===== src/rtl/count_sched.sv =====
// count_sched: round-robin arbiter sharing one go/done counting engine
// between NUM_REQ requesters, with a watchdog that aborts a transaction
// and resets the engine if done never arrives.
//
// Ports:
//   clk_i       system clock, rising edge
//   rst_i       synchronous active-high reset
//   req_i       per-requester level request, held until ack
//   grant_o     one-hot engine owner, zero when idle
//   ack_o       one-cycle completion pulse to the granted requester
//   err_o       one-cycle pulse with ack when the transaction timed out
//   busy_o      high in every state except IDLE
//   eng_go_o    one-cycle go pulse to the engine
//   eng_done_i  done pulse from the engine
//   eng_rst_o   one-cycle engine reset, on timeout only
//
// state  | meaning
// IDLE   | no owner, waiting for any request
// LAUNCH | winner granted, go pulse to engine, watchdog cleared
// BUSY   | engine running, watchdog counting
// DONE   | ack (and err/eng_rst on timeout) to the owner for one cycle
module count_sched #(
  parameter int NUM_REQ = 4,
  parameter int TIMEOUT = 24
) (
  input  logic               clk_i,
  input  logic               rst_i,
  input  logic [NUM_REQ-1:0] req_i,
  output logic [NUM_REQ-1:0] grant_o,
  output logic [NUM_REQ-1:0] ack_o,
  output logic               err_o,
  output logic               busy_o,
  output logic               eng_go_o,
  input  logic               eng_done_i,
  output logic               eng_rst_o
);

  localparam int IDXW = $clog2(NUM_REQ);
  localparam int WDW  = $clog2(TIMEOUT + 1);
  localparam logic [WDW-1:0]  WD_LIM   = WDW'(TIMEOUT - 1);
  localparam logic [WDW-1:0]  WD_SAT   = WDW'(TIMEOUT);
  localparam logic [IDXW-1:0] LAST_RST = IDXW'(NUM_REQ - 1);

  typedef enum logic [1:0] {
    IDLE   = 2'd0,
    LAUNCH = 2'd1,
    BUSY   = 2'd2,
    DONE   = 2'd3
  } state_t;

  state_t             state_q;
  logic [NUM_REQ-1:0] grant_q;
  logic [NUM_REQ-1:0] ack_q;
  logic               err_q;
  logic               busy_q;
  logic               eng_go_q;
  logic               eng_rst_q;
  logic [WDW-1:0]     wd_q;
  logic [IDXW-1:0]    last_q;

  logic               win_vld_d;
  logic [IDXW-1:0]    win_idx_d;
  logic [NUM_REQ-1:0] win_oh_d;
  logic [IDXW-1:0]    cand;

  // Search offsets last+1 .. last+NUM_REQ (mod NUM_REQ). Walking the offsets
  // from farthest to nearest lets the nearest set request win without a break.
  always_comb begin
    win_vld_d = 1'b0;
    win_idx_d = '0;
    win_oh_d  = '0;
    cand      = '0;
    for (int k = NUM_REQ; k >= 1; k--) begin
      cand = (int'(last_q) + k >= NUM_REQ) ? IDXW'(int'(last_q) + k - NUM_REQ)
                                           : IDXW'(int'(last_q) + k);
      if (req_i[cand]) begin
        win_vld_d = 1'b1;
        win_idx_d = cand;
      end
    end
    win_oh_d[win_idx_d] = 1'b1;
  end

  always_ff @(posedge clk_i) begin
    if (rst_i) begin
      state_q   <= IDLE;
      grant_q   <= '0;
      ack_q     <= '0;
      err_q     <= 1'b0;
      busy_q    <= 1'b0;
      eng_go_q  <= 1'b0;
      eng_rst_q <= 1'b0;
      wd_q      <= '0;
      last_q    <= LAST_RST;
    end else begin
      unique case (state_q)
        IDLE: begin
          if (win_vld_d) begin
            state_q  <= LAUNCH;
            grant_q  <= win_oh_d;
            last_q   <= win_idx_d;
            eng_go_q <= 1'b1;
            busy_q   <= 1'b1;
          end
        end
        LAUNCH: begin
          state_q  <= BUSY;
          eng_go_q <= 1'b0;
          wd_q     <= '0;
        end
        BUSY: begin
          // done takes priority over a watchdog expiring in the same cycle
          if (eng_done_i) begin
            state_q <= DONE;
            ack_q   <= grant_q;
          end else if (wd_q == WD_LIM) begin
            state_q   <= DONE;
            ack_q     <= grant_q;
            err_q     <= 1'b1;
            eng_rst_q <= 1'b1;
          end else if (wd_q != WD_SAT) begin
            wd_q <= wd_q + 1'b1;
          end
        end
        DONE: begin
          state_q   <= IDLE;
          grant_q   <= '0;
          ack_q     <= '0;
          err_q     <= 1'b0;
          eng_rst_q <= 1'b0;
          busy_q    <= 1'b0;
        end
        default: state_q <= IDLE;
      endcase
    end
  end

  assign grant_o   = grant_q;
  assign ack_o     = ack_q;
  assign err_o     = err_q;
  assign busy_o    = busy_q;
  assign eng_go_o  = eng_go_q;
  assign eng_rst_o = eng_rst_q;

endmodule


===== config.mk =====
export PLATFORM = sky130hd
export DESIGN_NAME = count_sched
export DESIGN_NICKNAME = d
export VERILOG_FILES = /design/src/rtl/count_sched.sv
export SDC_FILE = /design/constraint.sdc
export NUM_CORES = 1
export LEC_CHECK = 0
export CAP_MARGIN = 5
export CORE_MARGIN = 4
export CORE_UTILIZATION = 45
export DETAILED_ROUTE_END_ITERATION = 6
export GPL_TIMING_DRIVEN = 0
export PLACE_DENSITY = 0.7
export SLEW_MARGIN = 20
export SYNTH_ARGS = -nofsm -noshare
export SYNTH_HDL_FRONTEND = slang
export SYNTH_SLANG_ARGS = --single-unit

===== constraint.sdc =====
create_clock -name clk_i -period 2.7 [get_ports clk_i]
set_input_delay 0.405 -clock clk_i [delete_from_list [all_inputs] [get_ports clk_i]]
set_output_delay 0.405 -clock clk_i [all_outputs]
set_load 0.01 [all_outputs]

==> results.sh <==
export IMPL_fin_crit_ns=1.752
export IMPL_hold_viol_final=0
export IMPL_worstMarginPinSlew_ns=0.4374
export IMPL_grt_pass1_wl_um=3953
export IMPL_drc_errors=0
export IMPL_std_cell_rows=17
export IMPL_final_antenna_net_count=0
export IMPL_cts_buffers=3
export IMPL_fin_worst_skew_ns=0.004856
export IMPL_internal_power_mw=0.7362
export IMPL_root_buffer="clkbuf_4"
export IMPL_ys_types=41
export IMPL_worstPathMaxFanout=7
export IMPL_final_max_slew_viol_count=0
export IMPL_post_drt_wl_per_cell_um=13.67
export IMPL_placed_cells=164
export IMPL_die_h_um=57.64
export IMPL_crit_type="reg -> reg"
export IMPL_place_congestion=0.7704
export IMPL_cts_tree="done"
export IMPL_port_buffers=18
export IMPL_die_width_um=57.64
export IMPL_netlist_instances=118
export IMPL_crit_chain="inv_1 -> ha_1 -> nor2b_1 -> buf_2 -> a22oi_1 -> mux2i_1 -> nor2_1"
export IMPL_pwr_share_comb_pct=40.7
export IMPL_initial_core_util_pct=48.71
export IMPL_coreArea_um2=2276
export IMPL_clk_pin_slew_ns=0.12
export IMPL_min_period_over_period_pct=64.89
export IMPL_ios=19
export IMPL_via_per_inst=5.399
export IMPL_cts_sinks=20
export IMPL_routed_wl_um=2297
export IMPL_regArea_um2=400.4
export IMPL_final_core_util_pct=60.47
export IMPL_status="finished clean"
export IMPL_cpPeakStageDelay_ns=0.39
export IMPL_grt_pass1_vias=879
export IMPL_drtPass1Iterations=5
export IMPL_syn_avg_cell_area_um2=9.395
export IMPL_worstPathArrival_ns=1.96
export IMPL_power_density_nw_per_um2=810.8
export IMPL_dp_hpwl_um=1806
export IMPL_p_total_mw=1.116
export IMPL_nets=155
export IMPL_grt_max_degree=13
export IMPL_grt_use_total_pct=15.13
export IMPL_multiInputGateArea_um2=663.1
export IMPL_most_common_layout_cells="20 x dfxtp_1, 18 x clkdlybuf4s50_1, 14 x nor2_1"
export IMPL_p_sw_mw=0.3797
export IMPL_drv_cap=0
export IMPL_n_fill_cell=200
export IMPL_endpoint_kind="flip-flop"
export IMPL_h_tree_depth=1
export IMPL_dieArea_um2=3322
export IMPL_postCtsHoldBufs=0
export IMPL_post_cts_resized=0
export IMPL_finalSetupViolCount=0
export IMPL_clockBufferDepth=2
export IMPL_maxSlewHeadroom_pct=70.74
export IMPL_syn_num_nets=132
export IMPL_crit_slowest_cell="dfxtp_1"
export IMPL_synth_area_um2=1109
export IMPL_hp_class="reg -> reg"
export IMPL_ys_seq_area_share_pct=36.12
export IMPL_crit_required_ns=2.90
export IMPL_leakage_nw=0.5769
export IMPL_instances_no_fill=168
export IMPL_ys_ff_latch=20
export IMPL_drive_gt1_share_pct=11.43
export IMPL_p_clk_share_pct=22.1
export IMPL_final_common_cell="dfxtp_1"
export IMPL_fmax_ghz=0.5708
export IMPL_startpoint_type="flip-flop"
export IMPL_pwr_share_seq_pct=37.2
export IMPL_num_vias=907
export IMPL_yosys_warnings=0
export IMPL_clock_latency_ns=0.30
export IMPL_antenna_found_initial=0
export IMPL_grt_setup_unrepaired="no"
export IMPL_timing_hold_ws_ns=0.4906
export IMPL_antennaDiodeCount=0
export IMPL_synthToLayoutAreaGrowth_pct=24.15
export IMPL_drt_iter0_drc=13
export IMPL_ir_drop_mv=0.5790
export IMPL_fin_tns_setup_ns=0
export IMPL_grt_overflow=0
export IMPL_post_cts_setup_buffers=0
export IMPL_p_sw_share_pct=34.03
==> worst max-delay path, delay by kind of cell (launching register included) <==
family                   cells  cell delay, ns
flip-flops                   1            0.39
buffers and inverters        2            0.27
adder cells (fa/ha/maj)      1            0.27
AO/OA/AOI/OAI                1            0.27
multiplexers                 1            0.22
AND/OR/NAND/NOR              2            0.21
==> registers in the layout, indices dropped and copies added, names as in the netlist <==
| signal | flops |
|---|---|
| state_q | 2 |
| wd_q | 5 |
| last_q | 2 |
| eng_rst_o | 1 |
| eng_go_o | 1 |
| grant_o | 4 |
| ack_o | 4 |
| busy_o | 1 |
==> power by group through the flow <==
stage / logic (mW) / clock network (mW) / registers (mW)
after global routing: 0.504 / 0.269 / 0.425
after global placement: 0.439 / 0 / 0.420
after floorplan: 0.293 / 0 / 0.427
after detailed placement: 0.455 / 0 / 0.421
after CTS: 0.460 / 0.253 / 0.415
final: 0.454 / 0.246 / 0.416
==> per-stage QoR <==
| step | setup slack (ns) | cell area (um^2) |
|---|---|---|
| 3_5_place_dp | 0.7582 | 1324 |
| 2_1_floorplan | 1.149 | 1109 |
| 5_1_grt | 0.7942 | 1376 |
| 4_1_cts | 0.9252 | 1376 |
| 6_report | 0.9480 | 1376 |
| 3_3_place_gp | 0.7683 | 1324 |
==> cell usage after synthesis, drive strengths merged <==
cell / instances / area (um^2)
or3: 1 / 6.260
or2b: 1 / 7.510
nor2b: 1 / 6.260
inv: 6 / 22.52
o41ai: 1 / 27.53
mux2i: 3 / 30.03
a22oi: 6 / 45.04
and3: 1 / 6.260
and3b: 1 / 8.760
o2bb2ai: 1 / 8.760
nor4: 1 / 6.260
o21a: 1 / 7.510
nand3: 2 / 22.52
a211o: 1 / 8.760
nor2: 14 / 52.55
o22a: 1 / 8.760
nand2: 3 / 11.26
nand4b: 2 / 32.53
o31ai: 1 / 21.27
a21boi: 1 / 7.510
and2: 2 / 13.77
ha: 7 / 87.58
buf: 4 / 22.52
a31oi: 1 / 6.260
or2: 1 / 6.260
o211ai: 1 / 7.510
nand2b: 7 / 43.79
mux2: 2 / 26.27
nor3: 3 / 15.01
xor2: 3 / 26.28
a21oi: 4 / 20.02
nand4: 2 / 12.51
dfxtp: 20 / 400.4
nand3b: 4 / 30.03
and2b: 1 / 7.510
o21ai: 7 / 35.03
==> layer usage <==
layer  track usage (%)  share of wire [%]
met1             17.17                 44
met2             27.74                 52
met3             2.673                2.9
met4             5.960                1.1
met5                 0                  0
==> area by class of cell <==
cell class	count	share of cell area, %
buffer	4	1.636
clock buffer	3	1.636
clock inverter	1	2.182
inverter	6	1.636
multi-input combinational	88	48.18
sequential	20	29.09
tap	28	2.545
timing repair buffer	18	13.09
==> cell families after synthesis <==
kind of cell | Yosys count | synth area share, %
xor gates and xnor gates | 3 | 2.371
AOI/OAI and AO/OA | 26 | 18.40
DFF | 20 | 36.12
and+or+nand+nor | 47 | 26.07
adders and majority gates | 7 | 7.900
buffers and inverters | 10 | 4.063
muxes | 5 | 5.079
==> worst paths after layout <==
check                                from                      end  slack, ns  depth (start not counted)
setup / recovery  state_q[0]$_SDFFE_PP0P_  state_q[1]$_SDFFE_PP0P_       0.95                          7
hold / removal      eng_go_o$_SDFFE_PP0P_    eng_go_o$_SDFFE_PP0P_       0.49                          2
setup reg to reg  state_q[0]$_SDFFE_PP0P_  state_q[1]$_SDFFE_PP0P_       0.95                          7
hold reg to reg     eng_go_o$_SDFFE_PP0P_    eng_go_o$_SDFFE_PP0P_       0.49                          2
Power figures use the tool's default switching activity.
